## src/rtl/shift_arbiter.sv

```systemverilog
// shift_arbiter: shares one external 4-bit logical barrel shifter between two requesters.
// Define SHIFT_ARBITER_ROTATE_EN to build rotates from two logical passes (PASS_A then PASS_B).
package shift_arbiter_pkg;
   localparam int unsigned DATA_W = 4;
   localparam int unsigned AMT_W  = 2;

   typedef struct packed {
      logic [DATA_W-1:0] data;
      logic [AMT_W-1:0]  amt;
      logic              dir;
      logic              id;
   } job_t;
endpackage

module shift_arbiter
   import shift_arbiter_pkg::*;
#(
   parameter int unsigned FAIR = 1
) (
   input  logic              clk,
   input  logic              rst_n,
   input  logic              req0_valid,
   output logic              req0_ready,
   input  logic [DATA_W-1:0] req0_data,
   input  logic [AMT_W-1:0]  req0_amt,
   input  logic              req0_dir,
   input  logic              req0_rot,
   input  logic              req1_valid,
   output logic              req1_ready,
   input  logic [DATA_W-1:0] req1_data,
   input  logic [AMT_W-1:0]  req1_amt,
   input  logic              req1_dir,
   input  logic              req1_rot,
   output logic              rsp_valid,
   input  logic              rsp_ready,
   output logic [DATA_W-1:0] rsp_data,
   output logic              rsp_id,
   output logic              busy,
   output logic [DATA_W-1:0] sh_din,
   output logic [AMT_W-1:0]  sh_amt,
   output logic              sh_dir,
   input  logic [DATA_W-1:0] sh_dout
);

   localparam logic [1:0] IDLE   = 2'd0;
   localparam logic [1:0] PASS_A = 2'd1;
`ifdef SHIFT_ARBITER_ROTATE_EN
   localparam logic [1:0] PASS_B = 2'd2;
`endif
   localparam logic [1:0] RESP   = 2'd3;

   logic [1:0]        state;
   logic [1:0]        state_nxt;
   job_t              job_q;
   job_t              job_nxt;
   logic              last_grant;
   logic              last_grant_nxt;
   logic              rsp_valid_nxt;
   logic [DATA_W-1:0] rsp_data_nxt;
   logic              rsp_id_nxt;
   logic              busy_nxt;
   logic [AMT_W-1:0]  sh_amt_nxt;
   logic              sh_dir_nxt;
   logic              grant_c;
   logic              accept_c;
   job_t              sel_c;

`ifdef SHIFT_ARBITER_ROTATE_EN
   logic              rot_q;
   logic              rot_nxt;
   logic              sel_rot_c;
   logic [DATA_W-1:0] part_q;
   logic [DATA_W-1:0] part_nxt;
`else
   logic              unused_rot;
   assign unused_rot = req0_rot ^ req1_rot;
`endif

   // Grant: lone requester wins; on a contest, round-robin or fixed req0 priority.
   always_comb begin
      grant_c = 1'b0;
      if (req0_valid && req1_valid)
         grant_c = (FAIR != 0) ? ~last_grant : 1'b0;
      else if (req1_valid)
         grant_c = 1'b1;
   end

   assign req0_ready = rst_n && (state == IDLE) && req0_valid && !grant_c;
   assign req1_ready = rst_n && (state == IDLE) && req1_valid &&  grant_c;
   assign accept_c   = req0_ready || req1_ready;

   always_comb begin
      sel_c.data = req0_data;
      sel_c.amt  = req0_amt;
      sel_c.dir  = req0_dir;
      sel_c.id   = 1'b0;
      if (grant_c) begin
         sel_c.data = req1_data;
         sel_c.amt  = req1_amt;
         sel_c.dir  = req1_dir;
         sel_c.id   = 1'b1;
      end
   end

`ifdef SHIFT_ARBITER_ROTATE_EN
   assign sel_rot_c = grant_c ? req1_rot : req0_rot;
`endif

   // Next-state and next values of every registered output.
   always_comb begin
      state_nxt      = state;
      job_nxt        = job_q;
      last_grant_nxt = last_grant;
      rsp_data_nxt   = rsp_data;
      rsp_id_nxt     = rsp_id;
`ifdef SHIFT_ARBITER_ROTATE_EN
      rot_nxt        = rot_q;
      part_nxt       = part_q;
`endif

      case (state)
         IDLE: begin
            if (accept_c) begin
               job_nxt        = sel_c;
               last_grant_nxt = grant_c;
`ifdef SHIFT_ARBITER_ROTATE_EN
               rot_nxt        = sel_rot_c;
`endif
               if (sel_c.amt == '0) begin
                  rsp_data_nxt = sel_c.data;
                  rsp_id_nxt   = sel_c.id;
                  state_nxt    = RESP;
               end else begin
                  state_nxt    = PASS_A;
               end
            end
         end
         PASS_A: begin
`ifdef SHIFT_ARBITER_ROTATE_EN
            part_nxt = sh_dout;
            if (rot_q) begin
               state_nxt = PASS_B;
            end else begin
               rsp_data_nxt = sh_dout;
               rsp_id_nxt   = job_q.id;
               state_nxt    = RESP;
            end
`else
            rsp_data_nxt = sh_dout;
            rsp_id_nxt   = job_q.id;
            state_nxt    = RESP;
`endif
         end
`ifdef SHIFT_ARBITER_ROTATE_EN
         PASS_B: begin
            rsp_data_nxt = part_q | sh_dout;
            rsp_id_nxt   = job_q.id;
            state_nxt    = RESP;
         end
`endif
         RESP: begin
            if (rsp_ready)
               state_nxt = IDLE;
         end
         default: begin
            state_nxt = IDLE;
         end
      endcase

      rsp_valid_nxt = (state_nxt == RESP);
      busy_nxt      = (state_nxt != IDLE);

      // Shifter drive for the state being entered; parked at amount 0 otherwise.
      sh_amt_nxt = '0;
      sh_dir_nxt = job_nxt.dir;
      if (state_nxt == PASS_A)
         sh_amt_nxt = job_nxt.amt;
`ifdef SHIFT_ARBITER_ROTATE_EN
      if (state_nxt == PASS_B) begin
         sh_amt_nxt = ~job_nxt.amt + AMT_W'(1);
         sh_dir_nxt = ~job_nxt.dir;
      end
`endif
   end

   always_ff @(posedge clk or negedge rst_n) begin
      if (!rst_n) begin
         state      <= IDLE;
         job_q      <= '0;
         last_grant <= 1'b1;
         rsp_valid  <= 1'b0;
         rsp_data   <= '0;
         rsp_id     <= 1'b0;
         busy       <= 1'b0;
         sh_amt     <= '0;
         sh_dir     <= 1'b0;
`ifdef SHIFT_ARBITER_ROTATE_EN
         rot_q      <= 1'b0;
         part_q     <= '0;
`endif
      end else begin
         state      <= state_nxt;
         job_q      <= job_nxt;
         last_grant <= last_grant_nxt;
         rsp_valid  <= rsp_valid_nxt;
         rsp_data   <= rsp_data_nxt;
         rsp_id     <= rsp_id_nxt;
         busy       <= busy_nxt;
         sh_amt     <= sh_amt_nxt;
         sh_dir     <= sh_dir_nxt;
`ifdef SHIFT_ARBITER_ROTATE_EN
         rot_q      <= rot_nxt;
         part_q     <= part_nxt;
`endif
      end
   end

   assign sh_din = job_q.data;

endmodule

```

## config.mk

```make
export PLATFORM = sky130hd
export DESIGN_NAME = shift_arbiter
export DESIGN_NICKNAME = d
export VERILOG_FILES = /design/src/rtl/shift_arbiter.sv
export SDC_FILE = /design/constraint.sdc
export NUM_CORES = 1
export LEC_CHECK = 0
export ABC_AREA = 1
export CAP_MARGIN = 20
export CORE_ASPECT_RATIO = 0.9
export CORE_UTILIZATION = 40
export CTS_CLUSTER_DIAMETER = 60
export CTS_CLUSTER_SIZE = 30
export DETAILED_ROUTE_END_ITERATION = 12
export PLACE_DENSITY = 0.88
export SYNTH_ARGS = -nofsm -noshare
export SYNTH_HDL_FRONTEND = slang
export SYNTH_SLANG_ARGS = --single-unit
```

## constraint.sdc

```tcl
create_clock -name clk -period 2.25 [get_ports clk]
set_input_delay 0.3375 -clock clk [delete_from_list [all_inputs] [get_ports clk]]
set_output_delay 0.3375 -clock clk [all_outputs]
set_load 0.01 [all_outputs]
```

==> results.txt <==
Summed over all layers, the global routing overflow is 0. The maximum number of pins on one net before global-route repair is 19. The final number of hold-violating endpoints is 0. The number of antenna diodes in the final layout is 0. The buffering stage count on the worst path with inverters included is 2. The wire-length estimate of the detail-placed layout is 1.74 mm. The via count of the first global-routing pass came out at 866. Setup violations remaining at the end of the flow were counted as 0.

Before antenna repair, the detailed router went through 4 iterations. Routability-driven placement finished with a final weighted congestion of 0.784. The worst register-to-register path has a depth of 9. The net count of the finished layout is ~180. The critical path is of the input pin to output pin type. In this run, post-CTS repair resized a total of 0 instances. The worst-case vdd ir drop came out at 0.665 mV. The deepest clock path buffer count is 2.

The max-slew violation count came out at 0. The setup skew after layout is roughly 0.0086 ns. The leakage power figure came out at 0.000665 uW. The arrival time of data at the critical path endpoint is 1.78 ns. The final worst slack is around 0.13 ns. Setup repair after global routing left no endpoint under its margin. The overall die area came out at approximately 2600 sq um. TritonCTS built the clock tree. After the flow finishes, the layout carries non-filler instances totaling between 150 and 200. The synthesis-to-layout area growth is 43.4%. The clock transition at the registers of the reported paths came out at 0.11 ns. The depth of the CTS H-tree is 1. In this run, synthesis produced a sequential element count of 18. The tightest min-delay check is of the input pin to asynchronous set/reset pin type. In this run the number of cells on the critical path is 5. The origin of the worst setup path is req0_valid. The endpoint of the most critical register-to-register path is rsp_data[3]. The capture point of the worst path is req0_ready. The Yosys step of the flow raised 0 warnings.

In the finished design, the share of the clock period the worst path needs comes to 0.941. The number of distinct library cells after synthesis came out at 18. At the end of the flow the core is filled with cells to 0.620. The count of clock tree sinks is 18.

The count of max-cap constraint violations came out at 0. At the worst endpoint, the required time is 1.91 ns. The synthesized area divided by synthesized cell count came out at around 8.4 sq um.

The initial utilization of the core area, before any placement, comes to 0.432. Using the TritonRoute via totals, the vias-per-cell ratio works out to 4.86. The synthesized instance count is 114. The clock latency on the worst-skew pair came out at 0.30 ns.

The placement row count is 16. The category of cells accounting for the largest share of critical-path delay is buffers and inverters. The sum of negative setup slack is 0 ns. The starting DRC count in detailed routing came out at 24. The number of input and output port buffers inserted came out at 38. In the final routed layout, each cell accounts on average for 12.1 microns.

After clock tree synthesis, the flow added hold-fix buffers numbering 0. The highest attainable clock frequency came out at 472 MHz. In the final layout, the share of cells above drive strength 1 is 0.118. Dividing total power by cell area gives a power density of 1100 nW/um^2. The longest individual stage delay on the worst path came out at approximately 0.56 ns. The startpoint identified for the worst register-to-register timing path is last_grant. The total DRC errors in the routed layout is 0. The worst register-to-register path has a setup slack of roughly 0.74 ns. Pin placement for this block handled 41 I/O pins.

The worst slack at placement is 0.134 ns. The initial antenna violation count came out at 0. The share of the yosys chip area belonging to registers is 0.470. The root buffer cell chosen for the clock tree is sky130_fd_sc_hd__clkbuf_4. In this run the tightest slew margin relative to its limit is 0.754. The post-CTS setup buffer count came out at 0.

The net count after synthesis came out at 139. Detailed routing inserted a total of 875 vias. The number of routed nets with antenna violations is 0.

The worst hold-check slack came out at 0.380 ns. STA classifies the critical path startpoint as an input pin. Subtracting the final worst setup slack from the clock period gives 2.12 ns. The total clock buffers created by CTS is 3. The standard cell core area came out at 2220 sq um. STA classifies the critical path endpoint as an output pin. At the pin with the least slew margin, the transition time is 0.369 ns. For this run, the total global-route usage over all layers was measured as 0.200. The standard cell with the maximum stage delay on the critical path is sky130_fd_sc_hd__clkdlybuf4s50_1.

For this block, the routed nets add up to 2.18 mm of wire. The signal on the critical path passes through clkdlybuf4s50_1 -> nand2_4 -> nand2_4 -> nor3b_1 -> clkdlybuf4s50_1. The die outline width is roughly 54 microns. The post-placement cell count came out at 176. Summing every instance area after synthesis gives 961 sq um. The maximum fanout along the worst path is 8. The run finished with clean final reports.

The first-pass GRT wire length came out at 3.76 mm. The die is roughly 49 microns tall.
## cells in the mapped netlist, drive strengths merged
cell type / count / share of area
nor3b: 1 / 0.0078
dfrtp: 17 / 0.44
nor2: 11 / 0.053
nand3b: 2 / 0.016
nand2: 43 / 0.19
nand3: 13 / 0.081
buf: 7 / 0.056
a31oi: 7 / 0.065
a21oi: 1 / 0.017
inv: 11 / 0.043
dfstp: 1 / 0.027
## final cells by class
class / instances / area (sq um)
Multi-Input combinational cell: 78 / 414
Tap cell: 27 / 33.8
Timing Repair Buffer: 42 / 410
Inverter: 11 / 41.3
Clock buffer: 4 / 26.3
Sequential cell: 18 / 452
Fill cell: 209 / 845
## cell families after synthesis
logic type	share of synthesized area
buffers and inverters	0.0990
AND/OR/NAND/NOR	0.349
flip-flops	0.470
AO/OA/AOI/OAI	0.0820
## registers in the layout (all words and copies together), names as in the netlist
| register | flops |
|---|---|
| rsp_data | 4 |
| sh_din | 4 |
| job_q | 2 |
| sh_amt | 2 |
| state | 2 |
| busy | 1 |
| last_grant | 1 |
| rsp_id | 1 |
| rsp_valid | 1 |
## per-layer routing
layer,global-route usage,vias to the layer above,routed length (microns)
met1,0.239,414,916
met5,0,-,0
met4,0.0482,0,7
met2,0.331,23,1140
li1,-,436,-
met3,0.0723,2,113
## through the flow
step / instance area [sq um] / power [uW]
after floorplan: 961 / 1060
after global placement: 1350 / 1320
after detailed placement: 1350 / 1360
after CTS: 1380 / 1530
after global routing: 1380 / 1640
final: 1380 / 1510
## cell usage in the layout, fill, tap and decap left out
| cell type | n |
|---|---|
| sky130_fd_sc_hd__nand2_4 | 3 |
| sky130_fd_sc_hd__nand3_4 | 1 |
| sky130_fd_sc_hd__clkbuf_1 | 1 |
| sky130_fd_sc_hd__a31oi_2 | 3 |
| sky130_fd_sc_hd__nor2_2 | 1 |
| sky130_fd_sc_hd__nor2_4 | 1 |
| sky130_fd_sc_hd__buf_4 | 4 |
| sky130_fd_sc_hd__nor2_1 | 9 |
| sky130_fd_sc_hd__a31oi_1 | 4 |
| sky130_fd_sc_hd__nand3_1 | 12 |
| sky130_fd_sc_hd__nand3b_1 | 2 |
| sky130_fd_sc_hd__clkdlybuf4s50_1 | 38 |
| sky130_fd_sc_hd__inv_1 | 11 |
| sky130_fd_sc_hd__clkbuf_4 | 3 |
| sky130_fd_sc_hd__dfstp_2 | 1 |
| sky130_fd_sc_hd__a21oi_4 | 1 |
| sky130_fd_sc_hd__nand2_1 | 40 |
| sky130_fd_sc_hd__nor3b_1 | 1 |
| sky130_fd_sc_hd__dfrtp_1 | 17 |
## power breakdown
group	leakage [uW]	internal, uW	switching (uW)
registers	0.000217	477	88.0
clock network	0.0000150	69.1	101
logic	0.000433	391	384
total	0.000665	938	573
## worst min-delay path by stage
| stage | depth (start not counted) | endpoint | slack (ns) | start |
|---|---|---|---|---|
| 3_3_place_gp | 2 | job_q[0] | 0.46 | job_q[0] |
| 4_1_cts | 2 | job_q[1] | 0.38 | rst_n |
| 2_1_floorplan | 0 | busy | 0.04 | rst_n |
| 5_1_grt | 2 | job_q[1] | 0.39 | rst_n |
| 3_5_place_dp | 2 | job_q[0] | 0.47 | job_q[0] |
| 6_report | 2 | rsp_data[3] | 0.38 | rst_n |
(Power assumes the default switching activity.)
==> patch 1, RTL diff (same flow settings) <==
Change the package constant `DATA_W` from 4 to 6.
--- a/src/rtl/shift_arbiter.sv
+++ b/src/rtl/shift_arbiter.sv
@@ -3,3 +3,3 @@
 package shift_arbiter_pkg;
-   localparam int unsigned DATA_W = 4;
+   localparam int unsigned DATA_W = 6;
    localparam int unsigned AMT_W  = 2;
Ports: changed (5 resized); port bits go from 41 to 51. The function was not compared with the original's and may differ.
==> patch 1 against the unedited design <==
  * Area after synthesis rose by 22%
  * Total power rose by 28%
  * Wire length rose by 19%
  * Die area rose by 21%
  * Setup slack got worse by 0.039 ns
  * Cell area rose by 24%
  * Sequential cell count rose by 4
  * Global-route usage fell by 1.6 points
  * Largest cell class unchanged
==> patch 1: results (changes against the unedited design) <==
Status
  – Status: completed

Place
  – Placer Congestion: 0.7786 (-0.63%)
  – Hpwl dp: 1960 um (+13%)
  – Port Buffers: 48 (+26%)
  – Post-Place Cell Area: 1654 um2 (+22%)
  – Pre-CTS setup slack: 0.1484 ns (+0.01475 ns)

Final layout
  – Layout cells sized above 1: 9.278% (-2.5 points)
  – Core Util, Final: 61.61% (-0.39 points)
  – Layout fillers: 252 (+21%)
  – Fin nets: 226 (+26%)

Setup path
  – CP max FO: 3 (-5)
  – Worst EP arrival: 1.82 ns (+0.04 ns)
  – CP max stage delay: 0.57 ns

GRT
  – Pin count of the biggest net entering global routing: 23 (+4)
  – Met2 GRT Util: 30.30% (-2.8 points)
  – First-pass GRT wire length: 4140 um (+10%)
  – Met1 GRT Util: 24.04% (+0.15 points)
  – Vias in the first global route: 947 (+9.4%)
  – Total Routing Usage GR: 18.40% (-1.6 points)

Power
  – LEAKAGE: 0.0008424 uW (+27%)
  – Maximum vdd ir drop: 0.0004324 V (-35%)

Drt
  – Avg Vias per Cell: 4.547 (-6.5%)
  – Iteration-0 DRC Markers: 16 (-33%)
  – DRT met1 WL: 1211 um (+32%)
  – Met2 wire length: 1184 um (+3.6%)
  – DR WL/cell: 11.13 um (-8.2%)
  – Met3 WL: 173 um (+53%)
  – Top sig layer: met4

Synthesis
  – Sequential fraction of the synthesis area: 47.17% (+0.16 points)
  – Top post-synthesis cells by area: dfrtp_1 (45%), nand2_1 (20%), nand3_1 (6.8%)
  – Synth Net Count: 178 (+28%)
  – Synth cell count leaders: nand2_1 (61), dfrtp_1 (21), nand3_1 (16)

CTS
  – Skew-Pair Late Insertion Delay: just over 0.3 ns
  – Root buf cell: clkbuf_4
  – Clock transition at path regs: 0.13 ns (+0.02 ns)

STA
  – Max transition margin: 74.03% (-1.3 points)
  – Clock Skew: 0.005498 ns (-0.003069 ns)
patch 1: changes by cell type after synthesis, moves of 2 or more:
cell,delta
buf_6,+2
a31oi_2,-3
nand2_1,+21
dfrtp_1,+4
nand3_1,+4
a31oi_1,+3
patch 1: final timing paths:
kind                            startpoint           to  slack (ns)  cells after the start
worst max register to register  last_grant  rsp_data[1]        0.69                      9
max in group asynchronous            rst_n   last_grant        1.55                      2
min in group clk                  job_q[0]     job_q[0]        0.49                      2
worst min-delay path                 rst_n    sh_din[1]        0.42                      2
worst min register to register    job_q[0]     job_q[0]        0.49                      2
worst max-delay path              state[0]   req0_ready        0.09                      4
patch 1: cell families after synthesis:
| family | Yosys count | share of synthesized area (%) |
|---|---|---|
| AND/OR/NAND/NOR | 96 | 37.01 |
| flip-flops | 22 | 47.17 |
| buffers and inverters | 21 | 10.69 |
| AO/OA/AOI/OAI | 8 | 5.134 |
patch 1: cell type report:
type	instances	area share (%)
clock buffers	3	1.320
clock inverters	1	1.760
inverters	11	2.419
multi-input cells	104	28.89
flip-flops and latches	22	32.33
well taps	40	2.933
repair buffers	53	30.35
patch 1: stage by stage:
stage          cells  hold WS [ns]
2_1_floorplan    147       0.04191
3_3_place_gp     230        0.4574
3_5_place_dp     230        0.4597
4_1_cts          234        0.4132
5_1_grt          234        0.4165
6_report         234        0.4182
patch 1: worst register-to-register path: stages (launching register included):
cell	delay, ns
dfstp_2	0.58
nand2_4	0.06
nand2_4	0.08
buf_4	0.17
nand2_1	0.08
nand2_1	0.13
nand3_4	0.16
nand2_4	0.13
nand2_1	0.06
nand2_1	0.06
patch 1: power breakdown:
part | internal, uW | switching, uW
Clock | 180 | 126
Sequential | 582 | 93.9
Combinational | 478 | 476
==> patch 2, RTL diff (same flow settings) <==
Without the edit above. `rsp_data` no longer has a reset.
--- a/src/rtl/shift_arbiter.sv
+++ b/src/rtl/shift_arbiter.sv
@@ -191,3 +191,2 @@
          rsp_valid  <= 1'b0;
-         rsp_data   <= '0;
          rsp_id     <= 1'b0;
@@ -205,3 +204,2 @@
          rsp_valid  <= rsp_valid_nxt;
-         rsp_data   <= rsp_data_nxt;
          rsp_id     <= rsp_id_nxt;
@@ -217,2 +215,6 @@
 
+   always_ff @(posedge clk) begin
+      rsp_data <= rsp_data_nxt;
+   end
+
    assign sh_din = job_q.data;
Behaviour: differs if rst_n is asserted again (counterexample within 4 cycles, from zero or initial values and one cycle with rst_n low); with rst_n held inactive, the same outputs for 10 cycles.
==> patch 2 against the unedited design <==
  * Worst hold slack improved by 0.047 ns
  * Sequential share of layout area increased by 3.2 points
  * Non-clock buffer count stayed put
  * Via count is 10% lower
  * Setup slack gained 0.021 ns
  * Count of clock-buffer cells in the layout did not move
  * Clock power fell by 2%
  * Cell area shrank 4.9%
  * Final cell count is 8.9% lower
  * Wire length down 6.3%
  * Area after synthesis down 8.1%
  * Total power fell by 6.8%
  * Fmax grew 1.0%
  * Sequential cell count stayed put
  * Largest power group unchanged
==> patch 2: results (changes against the unedited design) <==
Status
  – Status: completed

Drt
  – Avg Vias per Cell: 4.787 (-1.5%)
  – Routed Wire Length: 2044 um (-6.3%)
  – Iteration-0 DRC Markers: 30 (+25%)

Power
  – Maximum vdd ir drop: 0.0006096 V (-8.4%)
  – LEAKAGE: 0.0006045 uW (-9.0%)
  – Total net switching power: 483.9 uW (-16%)

STA
  – Clock Skew: 0.002056 ns (-0.006511 ns)
  – Max transition margin: 84.21% (+8.9 points)

Synthesis
  – Post-synth ARST share: 77.78% (-22 points)
  – Synth cell count leaders: nand2_1 (29), dfrtp_1 (13), inv_1 (12)
  – Count of cell types in the netlist: 19 (+1)
  – Number of synthesized flops with an enable pin: 4 (+4)
  – Synth Net Count: 123 (-12%)
  – Top post-synthesis cells by area: dfrtp_1 (37%), edfxtp_1 (14%), nand2_1 (12%)

Place
  – Hpwl dp: 1634 um (-5.9%)
  – Pre-CTS setup slack: 0.1563 ns (+0.02265 ns)
  – Placer Congestion: 0.7869 (+0.43%)

Final layout
  – Fin nets: 165 (-7.8%)
  – Layout fillers: 179 (-14%)
  – Layout cells sized above 1: 12.23% (+0.47 points)

GRT
  – Total Routing Usage GR: 19.03% (-0.95 points)
  – Vias in the first global route: 728 (-16%)
  – Pin count of the biggest net entering global routing: 15 (-4)
  – First-pass GRT wire length: 3180 um (-15%)

Setup path
  – CP max FO: 3 (-5)

CTS
  – Clock transition at path regs: 0.10 ns
  – Hold Buf Count CTS: 0 (unchanged)
==> patch 2: worst paths after layout <==
path / endpoint / slack (ns) / depth (start not counted) / from
setup / recovery: req0_ready / 0.15 / 6 / req0_valid
min in group clk: last_grant / 0.49 / 2 / last_grant
setup reg to reg: rsp_data[0] / 0.56 / 7 / last_grant
hold / removal: sh_amt[1] / 0.43 / 2 / rst_n
max in group asynchronous: last_grant / 1.59 / 2 / rst_n
hold reg to reg: last_grant / 0.49 / 2 / last_grant
==> patch 2: per-layer routing <==
metal,GRT usage (%),part of all wire (%)
met5,0,0
met4,4.865,0.88
met3,4.950,5.7
met2,35.06,53
met1,22.15,40
==> patch 2: per-stage QoR <==
stage	cell area, um2	std cells
CTS	1310	164
global placement	1284	160
detailed placement	1284	160
finish	1310	164
global route	1310	164
floorplan	883.3	98
==> patch 2: final cells by class <==
| class | instances | area share (%) |
|---|---|---|
| inverter | 13 | 3.725 |
| clock buffer | 4 | 2.006 |
| sequential | 18 | 36.01 |
| multi-input combinational | 62 | 24.55 |
| timing repair buffer | 42 | 31.33 |
| tap | 25 | 2.388 |
==> patch 2: critical path, stage by stage <==
cell and delay, ns:
clkdlybuf4s50_1 0.50, nand2_2 0.09, nand2_4 0.07, inv_1 0.05
nor3_1 0.14, clkdlybuf4s50_1 0.57
==> patch 2: power by group through the flow <==
stage | Combinational [uW] | Sequential, uW | Clock, uW
6_report | 668 | 574 | 166
5_1_grt | 739 | 586 | 186
4_1_cts | 674 | 576 | 168
3_5_place_dp | 673 | 583 | 0
3_3_place_gp | 655 | 574 | 0
2_1_floorplan | 354 | 609 | 0
==> patch 2: cell families after synthesis <==
| kind of cell | Yosys count | share of synthesized area [%] |
|---|---|---|
| buffers and inverters | 18 | 10.20 |
| DFF | 18 | 53.40 |
| AOI/OAI and AO/OA | 10 | 8.924 |
| and+or+nand+nor | 52 | 27.48 |
